**config.mk**
```make
export PLATFORM = sky130hd
export DESIGN_NAME = dsp_ar_order_ctrl
export DESIGN_NICKNAME = d
export VERILOG_FILES = /design/src/rtl/dsp_pkg.sv /design/src/rtl/dsp_ar_order_ctrl_fifo.sv /design/src/rtl/dsp_ar_order_ctrl.sv
export SDC_FILE = /design/constraint.sdc
export NUM_CORES = 1
export LEC_CHECK = 0
export CAP_MARGIN = 0
export CORE_ASPECT_RATIO = 1.25
export CORE_MARGIN = 1.5
export CORE_UTILIZATION = 58
export CTS_CLUSTER_SIZE = 10
export DETAILED_ROUTE_END_ITERATION = 7
export GPL_TIMING_DRIVEN = 1
export PLACE_DENSITY = 0.79
export SLEW_MARGIN = 20
export SYNTH_ARGS = -nofsm -noshare
export SYNTH_HDL_FRONTEND = slang
export SYNTH_SLANG_ARGS = --single-unit
```
**constraint.sdc**
```tcl
create_clock -name ACLK_i -period 5.75 [get_ports ACLK_i]
set_clock_uncertainty 0.2 [all_clocks]
set_input_delay 0.8625 -clock ACLK_i [delete_from_list [all_inputs] [get_ports ACLK_i]]
set_output_delay 0.8625 -clock ACLK_i [all_outputs]
set_load 0.005 [all_outputs]
```
**src/rtl/dsp_pkg.sv**
```systemverilog
// -----------------------------------------------------------------------------
// dsp_pkg
// Shared definitions for the AXI4 interconnect dispatcher read-order logic.
//   LEN_W          : AxLEN width (beats - 1)
//   DFLT_SLV_ID_W  : slave index width for the default two-slave build
//   order_entry_t  : one order-queue record {slv_id, len} (default widths)
//   ord_state_e    : read-order scheduler FSM encoding
// -----------------------------------------------------------------------------
package dsp_pkg;

    localparam int unsigned LEN_W         = 8;
    localparam int unsigned DFLT_SLV_ID_W = 1;

    // Field order matches the packing written into the order queue.
    typedef struct packed {
        logic [DFLT_SLV_ID_W-1:0] slv_id;
        logic [LEN_W-1:0]         len;
    } order_entry_t;

    typedef enum logic {
        StIdle,
        StActive
    } ord_state_e;

endpackage

```
**src/rtl/dsp_ar_order_ctrl_fifo.sv**
```systemverilog
// -----------------------------------------------------------------------------
// dsp_ar_order_ctrl_fifo
// Order queue for the read-order scheduler. The head entry is visible on
// data_o whenever the queue is not empty. No write/read bypass: a read does
// not free a slot for a write in the same cycle.
// Ports:
//   clk_i, rst_ni    : clock, asynchronous active-low reset
//   wr_valid_i       : write data_i at the tail (ignored while full)
//   data_i           : entry to write
//   rd_valid_i       : drop the head entry (ignored while empty)
//   data_o           : head entry
//   full_o, empty_o  : occupancy flags
//   count_o          : number of stored entries (0..FIFO_DEPTH)
// -----------------------------------------------------------------------------
module dsp_ar_order_ctrl_fifo #(
    parameter int unsigned DATA_WIDTH = 9,
    parameter int unsigned FIFO_DEPTH = 8,
    localparam int unsigned AW        = $clog2(FIFO_DEPTH)
) (
    input  logic                  clk_i,
    input  logic                  rst_ni,
    input  logic                  wr_valid_i,
    input  logic [DATA_WIDTH-1:0] data_i,
    input  logic                  rd_valid_i,
    output logic [DATA_WIDTH-1:0] data_o,
    output logic                  full_o,
    output logic                  empty_o,
    output logic [AW:0]           count_o
);

    logic [DATA_WIDTH-1:0] mem [FIFO_DEPTH];
    // Pointers carry one extra wrap bit to tell full from empty.
    logic [AW:0]           wr_ptr;
    logic [AW:0]           rd_ptr;
    logic                  wr_en;
    logic                  rd_en;

    assign empty_o = (wr_ptr == rd_ptr);
    assign full_o  = (wr_ptr[AW] != rd_ptr[AW]) && (wr_ptr[AW-1:0] == rd_ptr[AW-1:0]);
    assign count_o = wr_ptr - rd_ptr;
    assign data_o  = mem[rd_ptr[AW-1:0]];

    assign wr_en = wr_valid_i & ~full_o;
    assign rd_en = rd_valid_i & ~empty_o;

    always_ff @(posedge clk_i or negedge rst_ni) begin
        if (!rst_ni) begin
            wr_ptr <= '0;
            rd_ptr <= '0;
        end else begin
            if (wr_en) begin
                wr_ptr <= wr_ptr + 1'b1;
            end
            if (rd_en) begin
                rd_ptr <= rd_ptr + 1'b1;
            end
        end
    end

    // Storage needs no reset: entries are only read after being written.
    always_ff @(posedge clk_i) begin
        if (wr_en) begin
            mem[wr_ptr[AW-1:0]] <= data_i;
        end
    end

endmodule

```
**src/rtl/dsp_ar_order_ctrl.sv**
```systemverilog
// -----------------------------------------------------------------------------
// dsp_ar_order_ctrl
// Read-order scheduler for one master port of the AXI4 interconnect
// dispatcher. Records {slave, ARLEN} of each issued AR in order, steers the
// RDATA dispatcher to the slave owning the oldest outstanding burst, counts
// returned beats to retire bursts, and back-pressures AR issue when the
// outstanding limit is reached.
//
// Optional feature (macro DSP_AR_LEN_CHECK_EN): compares m_RLAST_i against the
// expected last beat on every R handshake and raises a sticky prot_err_o on any
// mismatch. Without the macro prot_err_o is tied low and m_RLAST_i is unused.
//
// Ports:
//   ACLK_i, ARESETn_i        : clock, asynchronous active-low reset
//   ar_valid_i               : decoded AR request ready to issue
//   ar_slv_id_i, ar_len_i    : target slave and ARLEN of that request
//   ar_ready_o               : order queue can accept (AR issues on valid&ready)
//   dsp_R_handshake_occur_i  : master-side R handshake
//   m_RLAST_i                : RLAST presented to the master
//   dsp_AR_slv_id_o          : slave whose R data is forwarded now
//   dsp_AR_disable_o         : no burst in service; blocks RVALID
//   outst_cnt_o              : bursts queued or in service
//   prot_err_o               : sticky beat-count/RLAST mismatch
// -----------------------------------------------------------------------------
module dsp_ar_order_ctrl #(
    parameter int unsigned SLV_AMT     = 2,
    parameter int unsigned SLV_ID_W    = $clog2(SLV_AMT),
    parameter int unsigned LEN_W       = dsp_pkg::LEN_W,
    parameter int unsigned OUTST_DEPTH = 8,
    localparam int unsigned CNT_W      = $clog2(OUTST_DEPTH) + 1
) (
    input  logic                ACLK_i,
    input  logic                ARESETn_i,
    input  logic                ar_valid_i,
    input  logic [SLV_ID_W-1:0] ar_slv_id_i,
    input  logic [LEN_W-1:0]    ar_len_i,
    output logic                ar_ready_o,
    input  logic                dsp_R_handshake_occur_i,
    input  logic                m_RLAST_i,
    output logic [SLV_ID_W-1:0] dsp_AR_slv_id_o,
    output logic                dsp_AR_disable_o,
    output logic [CNT_W-1:0]    outst_cnt_o,
    output logic                prot_err_o
);

    import dsp_pkg::*;

    localparam int unsigned ENTRY_W = SLV_ID_W + LEN_W;

    logic                fifo_full;
    logic                fifo_empty;
    logic [ENTRY_W-1:0]  head_entry;
    logic [SLV_ID_W-1:0] head_slv;
    logic [LEN_W-1:0]    head_len;
    logic [CNT_W-1:0]    outst_cnt;

    logic                push;
    logic                retire;
    logic                last_beat;
    logic                keep_active;

    ord_state_e          state;
    logic [LEN_W-1:0]    beat_cnt;
    logic                ar_disable;

    // -------------------------------------------------------------------------
    // Order queue
    // -------------------------------------------------------------------------
    assign push = ar_valid_i & ~fifo_full;

    dsp_ar_order_ctrl_fifo #(
        .DATA_WIDTH (ENTRY_W),
        .FIFO_DEPTH (OUTST_DEPTH)
    ) u_order_fifo (
        .clk_i      (ACLK_i),
        .rst_ni     (ARESETn_i),
        .wr_valid_i (push),
        .data_i     ({ar_slv_id_i, ar_len_i}),
        .rd_valid_i (retire),
        .data_o     (head_entry),
        .full_o     (fifo_full),
        .empty_o    (fifo_empty),
        .count_o    (outst_cnt)
    );

    assign head_slv = head_entry[LEN_W +: SLV_ID_W];
    assign head_len = head_entry[LEN_W-1:0];

    // -------------------------------------------------------------------------
    // Beat counting and retirement
    // -------------------------------------------------------------------------
    // Exact compare: a len of all-ones retires on the 2^LEN_W-th beat, no wrap.
    assign last_beat = (beat_cnt == head_len);
    assign retire    = (state == StActive) & dsp_R_handshake_occur_i & last_beat;

    // After a pop another burst is in service if an older entry remains or one
    // is being pushed in the same cycle (that gives the zero-bubble handoff).
    assign keep_active = (outst_cnt > CNT_W'(1)) | push;

    always_ff @(posedge ACLK_i or negedge ARESETn_i) begin
        if (!ARESETn_i) begin
            state      <= StIdle;
            beat_cnt   <= '0;
            ar_disable <= 1'b1;
        end else begin
            unique case (state)
                StIdle: begin
                    beat_cnt <= '0;
                    if (push) begin
                        state      <= StActive;
                        ar_disable <= 1'b0;
                    end
                end
                StActive: begin
                    if (dsp_R_handshake_occur_i) begin
                        if (last_beat) begin
                            beat_cnt <= '0;
                            if (!keep_active) begin
                                state      <= StIdle;
                                ar_disable <= 1'b1;
                            end
                        end else begin
                            beat_cnt <= beat_cnt + LEN_W'(1);
                        end
                    end
                end
            endcase
        end
    end

    // -------------------------------------------------------------------------
    // Outputs
    // -------------------------------------------------------------------------
    assign ar_ready_o       = ~fifo_full;
    assign dsp_AR_slv_id_o  = fifo_empty ? '0 : head_slv;
    assign dsp_AR_disable_o = ar_disable;
    assign outst_cnt_o      = outst_cnt;

    // -------------------------------------------------------------------------
    // Optional RLAST / beat-count consistency checker
    // -------------------------------------------------------------------------
`ifdef DSP_AR_LEN_CHECK_EN
    logic prot_err;

    always_ff @(posedge ACLK_i or negedge ARESETn_i) begin
        if (!ARESETn_i) begin
            prot_err <= 1'b0;
        end else if ((state == StActive) && dsp_R_handshake_occur_i &&
                     (m_RLAST_i != last_beat)) begin
            prot_err <= 1'b1;
        end
    end

    assign prot_err_o = prot_err;
`else
    logic unused_rlast;

    assign unused_rlast = m_RLAST_i;
    assign prot_err_o   = 1'b0;
`endif

endmodule

```
==> out/summary.txt, run 1 <==
=====================================================================================
CTS buffer count                                                                    9
Die Outline Area                                                             7250 µm²
CTS sink cnt                                                                       90
Number of antenna diodes                                                            0
Pwr/cell area                                                              429 nW/µm²
Number of synthesized register bits                                                90
Hold path cells                                                                     2
Critical Path AT                                                              3.01 ns
Number of hold-repair buffers added at the cts stage                                0
CTS tree                                                                         done
Synthesized area per cell                                                    15.8 µm²
Result of the run                                                        complete, no violations
Maximum ir drop on the vdd rail                                            0.000239 V
Clk root buf                                                                 clkbuf_8
Most frequently used flop master after synthesis                             edfxtp_1
Aggregate global routing overflow                                                   0
Antenna violations before repair                                                    0
Maximum single-stage delay on the critical path                               0.87 ns
Max Transition Viols Final                                                          0
Routability cong.                                                               0.824
Path length in cells of the critical path                                           6
Clock latency reported for the late side of the worst-skew pair               0.36 ns
Total DRC errors in the routed layout                                               0
Actual slew at the worst max-slew pin                                         1.05 ns
First-iteration detailed-routing DRC count                                        123
Internal reg-to-reg setup slack                                               2.04 ns
Port Buffers                                                                       19
R2R Path End                                                             u_order_fifo.mem[5][7]$_DFFE_PP_
Unique cell type count in the Yosys netlist                                        46
Final critical-path share of the clock period                                   70.9%
Via total after detailed routing                                                 2063
Max-capacitance violation count                                                     0
R2R cell count                                                                      7
Leakage power of the design                                                0.00157 µW
Buf/Inv on CP                                                                       2
H-tree level count                                                                  3
Mapped Cells                                                                      247
Start point of the critical path                                         u_order_fifo.rd_ptr[1]$_DFFE_PN0P_
Number of global-route vias before repair                                        2212
Most frequent standard cell in the layout excluding fill and tap cells       edfxtp_1
Async set-or-reset flop fraction in the synthesized netlist                     20.0%
Clock slew at reported path FFs                                               0.09 ns
Ratio of cells with drive above 1 in the final layout                           15.2%
Number of flops mapped to enable cells by yosys                                    72
Antenna violation net count after detailed routing                                  0
Synthesis Warnings                                                                  0
DIE HEIGHT                                                                    94.8 µm
GRT Resource Usage Total                                                        21.3%
Placeable core region                                                        6520 µm²
Count of standard-cell rows                                                        33
Final core occ                                                                  67.7%
Via count normalized by instance count                                           5.67
Setup repair after global routing missed its margin                                no
I/O pin count                                                                      22
Synthesized netlist net count                                                     268
Chip width                                                                    76.5 µm
Final std cells w/o fill                                                          364
Final routed wire length divided by cell count                                18.5 µm
Maximum number of pins on one net before global-route repair                       27
Critical path type                                                         reg -> out
Worst-case headroom to the max-slew limit                                       30.1%
Worst slack at placement                                                      1.92 ns
Category of the worst setup path launch point                                    flop
Cell with the biggest individual delay on the critical path                   dfrtp_1
Area of combinational cells with multiple inputs                             1220 µm²
Post-detail-place hpwl                                                        4.47 mm
Number of instances resized during post-cts repair                                  0
Clock period minus final worst setup slack                                    4.08 ns
Reg-to-Reg Start                                                         u_order_fifo.rd_ptr[1]$_DFFE_PN0P_
Largest fanout of any net on the critical path                                     17
Sequential cell area                                                         2610 µm²
Number of cells after detailed placement                                          348
Commonest cells after routing, fill and taps aside                       72 x edfxtp_1, 19 x clkdlybuf4s50_1, 18 x nand2_1
Wire length reported by the detailed router                                   6.75 mm
Minimum setup slack in the final design                                       1.67 ns
Maximum operating frequency                                                 0.245 GHz
Post-synthesis sequential area ratio                                            66.8%
Kind of cell adding the most delay to the critical path                    flip-flops
Number of fill cells                                                              487
Sum of negative setup slack                                                      0 ns
Mapped Area                                                                  3910 µm²
Ordered cell list for the critical path                                  inv_1 -> ha_1 -> a21o_1 -> a21oi_1 -> xor2_1 -> clkdlybuf4s50_1
Final setup violation count                                                         0
NumNets Final                                                                     293
Total setup buffers inserted after CTS                                              0
Detailed-router iteration count before antenna repair                               4
Final-report hold violation count                                                   0
Initial core utilization                                                        60.0%
HP Class                                                                   reg -> reg
Area growth from synthesis to layout                                            12.9%
Type of destination of the critical path                                 primary output
Data required time of the worst path                                          4.69 ns
Deepest clock path buffer count                                                     2
Worst setup endpoint                                                     outst_cnt_o[3]
Wire length of the first global-routing pass                                  11.3 mm
=====================================================================================
## report_power, final
part	internal (µW)	total [µW]	switching [µW]	leakage (µW)
clock network	248	473	225	0.000109
registers	822	895	73.6	0.000875
logic	261	526	265	0.000589
## metal layers
metal | share of wire (%) | track usage (%) | routed length (µm) | vias to the layer above
li1 | - | - | - | 983
met1 | 42 | 26.3 | 2860 | 1042
met2 | 53 | 37.2 | 3590 | 29
met3 | 2.6 | 3.48 | 176 | 9
met4 | 1.8 | 9.72 | 119 | 0
met5 | 0 | 0 | 0 | -
## per-stage QoR
stage               area (µm²)  power [µW]  hold slack [ns]
floorplan                 3910        1260            0.260
global placement          4190        1420            0.268
detailed placement        4190        1440            0.284
CTS                       4410        1910            0.299
global route              4420        2000            0.329
finish                    4420        1890            0.289
## sequential cells by signal, summed over array words and instances (netlist names)
| name | cells |
|---|---|
| u_order_fifo.mem | 72 |
| u_order_fifo.wr_ptr | 4 |
| dsp_AR_disable_o | 1 |
| u_order_fifo.rd_ptr | 4 |
| beat_cnt | 8 |
| state | 1 |
## Yosys cell counts (all sizes together), types with 2 or more instances
library cell  instances  area (µm²)
a21oi                 2        10.0
a22o                  2        17.5
and2                  2        12.5
and3                  6        37.5
buf                   7        60.1
clkbuf                2        7.51
dfrtp                17         425
edfxtp               72        2160
ha                    6        75.1
inv                   8        30.0
mux2                  7        78.8
mux2i                14         140
mux4                 11         248
nand2                19        73.8
nand2b                3        18.8
nand3                 7        35.0
nor2                  8        30.0
nor2b                 2        12.5
nor3                  7        35.0
nor4                  3        33.8
o21a                  2        15.0
o21ai                 4        20.0
o22ai                 2        12.5
xnor2                10        87.6
xor2                  9        78.8
## worst min-delay path, delay by kind of cell (launching register included)
| family | cells | cell delay [ns] |
|---|---|---|
| AO/OA/AOI/OAI | 1 | 0.07 |
| AND/OR/NAND/NOR | 1 | 0.05 |
| flip-flops | 1 | 0.37 |
## logic make-up (layout without fill, tap and decap cells)
group	Yosys count	after routing	synth area share [%]
other	1	1	0.0959
muxes	32	32	11.9
adders and majority gates	7	7	2.43
DFF	90	90	66.8
and+or+nand+nor	62	62	8.51
buffers and inverters	17	47	2.50
AOI/OAI and AO/OA	19	19	3.46
xor gates and xnor gates	19	19	4.25
## how the worst min path moves through the flow
stage	startpoint	end	slack (ns)
2_1_floorplan	u_order_fifo.wr_ptr[3]$_DFFE_PN0P_	u_order_fifo.wr_ptr[3]$_DFFE_PN0P_	0.26
4_1_cts	dsp_AR_disable_o$_DFFE_PN1P_	dsp_AR_disable_o$_DFFE_PN1P_	0.30
3_5_place_dp	dsp_AR_disable_o$_DFFE_PN1P_	dsp_AR_disable_o$_DFFE_PN1P_	0.28
6_report	dsp_AR_disable_o$_DFFE_PN1P_	dsp_AR_disable_o$_DFFE_PN1P_	0.29
3_3_place_gp	dsp_AR_disable_o$_DFFE_PN1P_	dsp_AR_disable_o$_DFFE_PN1P_	0.27
5_1_grt	u_order_fifo.rd_ptr[3]$_DFFE_PN0P_	u_order_fifo.rd_ptr[3]$_DFFE_PN0P_	0.33
## final cells by class
cell class	instances	area share [%]
multi-input cells	140	27.6
repair buffers	23	4.99
well taps	87	2.47
flip-flops and latches	90	59.2
clock inverters	7	2.27
inverters	8	0.680
clock buffers	9	2.81
Note: power is estimated with default switching activity, not from simulation.
==> run 2: changes to the inputs <==
--- a/config.mk
+++ b/config.mk
@@ -8,11 +8,11 @@
 export CAP_MARGIN = 0
 export CORE_ASPECT_RATIO = 1.25
 export CORE_MARGIN = 1.5
-export CORE_UTILIZATION = 58
+export CORE_UTILIZATION = 53
 export CTS_CLUSTER_SIZE = 10
 export DETAILED_ROUTE_END_ITERATION = 7
 export GPL_TIMING_DRIVEN = 1
-export PLACE_DENSITY = 0.79
+export PLACE_DENSITY = 0.76
 export SLEW_MARGIN = 20
 export SYNTH_ARGS = -nofsm -noshare
 export SYNTH_HDL_FRONTEND = slang
==> constraint.sdc (replaced) <==
create_clock -name ACLK_i -period 3.49 [get_ports ACLK_i]
set_clock_uncertainty 0.2 [all_clocks]
set_input_delay 0.5235 -clock ACLK_i [delete_from_list [all_inputs] [get_ports ACLK_i]]
set_output_delay 0.5235 -clock ACLK_i [all_outputs]
set_load 0.005 [all_outputs]
==> out/summary.txt, run 2 (same netlist as run 1, synthesis figures left out) <==
=====================================================================================
GRT Resource Usage Total                                                        20.4%
Area growth from synthesis to layout                                            15.1%
Die Outline Area                                                             7910 µm²
H-tree level count                                                                  3
Number of antenna diodes                                                            0
Final routed wire length divided by cell count                                18.8 µm
Number of hold-repair buffers added at the cts stage                                0
Commonest cells after routing, fill and taps aside                       72 x edfxtp_1, 19 x clkdlybuf4s50_1, 18 x nand2_1
CTS buffer count                                                                    9
Deepest clock path buffer count                                                     2
Total net switching power                                                      951 µW
Detailed-router iteration count before antenna repair                               4
Port Buffers                                                                       19
Leakage power of the design                                                0.00163 µW
Antenna violations before repair                                                    0
Final critical-path share of the clock period                                   93.8%
Pwr/cell area                                                              693 nW/µm²
Ratio of cells with drive above 1 in the final layout                           18.6%
Maximum ir drop on the vdd rail                                            0.000425 V
Flip-flop count of the largest register, all copies and words added                72
Worst slack at placement                                                     0.409 ns
Actual slew at the worst max-slew pin                                        0.842 ns
Switch share                                                                    30.5%
Max Transition Viols Final                                                          0
Total setup buffers inserted after CTS                                              0
Maximum operating frequency                                                 0.306 GHz
HP Class                                                                   reg -> reg
First-iteration detailed-routing DRC count                                        183
Number of instances resized during post-cts repair                                  0
Critical path type                                                         reg -> out
Max-capacitance violation count                                                     0
Cell Area, Placed                                                            4300 µm²
DIE HEIGHT                                                                    99.0 µm
Design area                                                                  4500 µm²
Result of the run                                                        complete, no violations
Count of standard-cell rows                                                        34
Routability cong.                                                               0.753
Final setup violation count                                                         0
CTS sink cnt                                                                       90
Wire length reported by the detailed router                                   7.18 mm
I/O pin count                                                                      22
Aggregate global routing overflow                                                   0
Worst-case headroom to the max-slew limit                                       43.7%
Register share of total power                                                   48.0%
Antenna violation net count after detailed routing                                  0
Clk root buf                                                                 clkbuf_8
Chip width                                                                    79.8 µm
Category of the worst setup path launch point                                    flop
Number of global-route vias before repair                                        2129
Data required time of the worst path                                          2.77 ns
Final-report hold violation count                                                   0
Sum of negative setup slack                                                      0 ns
Via count normalized by instance count                                           5.72
Total DRC errors in the routed layout                                               0
Setup repair after global routing missed its margin                                no
Initial core utilization                                                        55.4%
Clock latency reported for the late side of the worst-skew pair               0.37 ns
Number of fill cells                                                              548
Critical Path AT                                                              2.55 ns
Clock slew at reported path FFs                                               0.09 ns
Clock period minus final worst setup slack                                    3.27 ns
Via total after detailed routing                                                 2180
Most frequent standard cell in the layout excluding fill and tap cells       edfxtp_1
Type of destination of the critical path                                 primary output
Wire length of the first global-routing pass                                  11.4 mm
Clock power share                                                               22.8%
Power share of the combinational group                                          29.2%
Worst hold slack                                                             0.295 ns
Largest fanout of any net on the critical path                                      9
NumNets Final                                                                     307
Minimum setup slack in the final design                                      0.217 ns
Internal power component                                                      2170 µW
Post-detail-place hpwl                                                        4.92 mm
Placeable core region                                                        7060 µm²
CTS tree                                                                         done
Maximum number of pins on one net before global-route repair                       19
=====================================================================================
[run 2: critical path, stage by stage, from the launching register on]
cell and delay (ns):
dfrtp_1 0.74, ha_1 0.29, inv_1 0.05, a21o_1 0.17
a21oi_1 0.18, xor2_1 0.23, clkdlybuf4s50_1 0.54
[run 2: path summary, 6_finish.rpt]
path	start	end	slack, ns	cells after the start
setup / recovery	u_order_fifo.rd_ptr[0]$_DFFE_PN0P_	outst_cnt_o[3]	0.22	6
hold / removal	u_order_fifo.rd_ptr[3]$_DFFE_PN0P_	u_order_fifo.rd_ptr[3]$_DFFE_PN0P_	0.29	1
setup reg to reg	u_order_fifo.rd_ptr[0]$_DFFE_PN0P_	beat_cnt[2]$_DFFE_PN0P_	0.43	8
hold reg to reg	u_order_fifo.rd_ptr[3]$_DFFE_PN0P_	u_order_fifo.rd_ptr[3]$_DFFE_PN0P_	0.29	1
max in group asynchronous	ARESETn_i	u_order_fifo.rd_ptr[1]$_DFFE_PN0P_	2.07	1
min in group asynchronous	ARESETn_i	u_order_fifo.wr_ptr[0]$_DFFE_PN0P_	0.44	1
[run 2: layout make-up]
class	instances	area (µm²)	area share (%)
Sequential cell	90	2620	58.1
Clock inverter	6	72.6	1.61
Clock buffer	10	128	2.83
Timing Repair Buffer	37	338	7.50
Multi-Input combinational cell	140	1210	26.8
Tap cell	90	113	2.50
Inverter	8	30.0	0.667
[run 2: layer usage]
metal | vias up | track usage (%) | part of all wire (%)
met5 | - | 0 | 0
met3 | 11 | 5.00 | 5.0
met1 | 1109 | 26.6 | 42
met2 | 53 | 33.2 | 52
met4 | 0 | 7.16 | 1.6
li1 | 1007 | - | -
[run 2: metrics by stage]
| stage | cells | utilization [%] | total power, µW |
|---|---|---|---|
| 3_5_place_dp | 365 | 60.9 | 2440 |
| 2_1_floorplan | 247 | - | 2070 |
| 5_1_grt | 381 | 63.7 | 3280 |
| 4_1_cts | 381 | 63.7 | 3140 |
| 6_report | 381 | 63.7 | 3120 |
| 3_3_place_gp | 365 | 60.9 | 2400 |
[run 2: power groups by stage]
stage / clock network, µW / logic [µW] / registers, µW
finish: 712 / 910 / 1500
floorplan: 0 / 614 / 1460
CTS: 723 / 921 / 1500
detailed placement: 0 / 918 / 1520
global route: 763 / 1000 / 1520
global placement: 0 / 889 / 1510
==> run 3: changes to the inputs <==
--- a/config.mk
+++ b/config.mk
@@ -9,6 +9,7 @@
 export CORE_ASPECT_RATIO = 1.25
 export CORE_MARGIN = 1.5
 export CORE_UTILIZATION = 53
+export CTS_CLUSTER_DIAMETER = 200
 export CTS_CLUSTER_SIZE = 10
 export DETAILED_ROUTE_END_ITERATION = 7
 export GPL_TIMING_DRIVEN = 1
==> results of run 3 <==
Same layout as run 2: the final DEF is identical, and so are final timing and power.
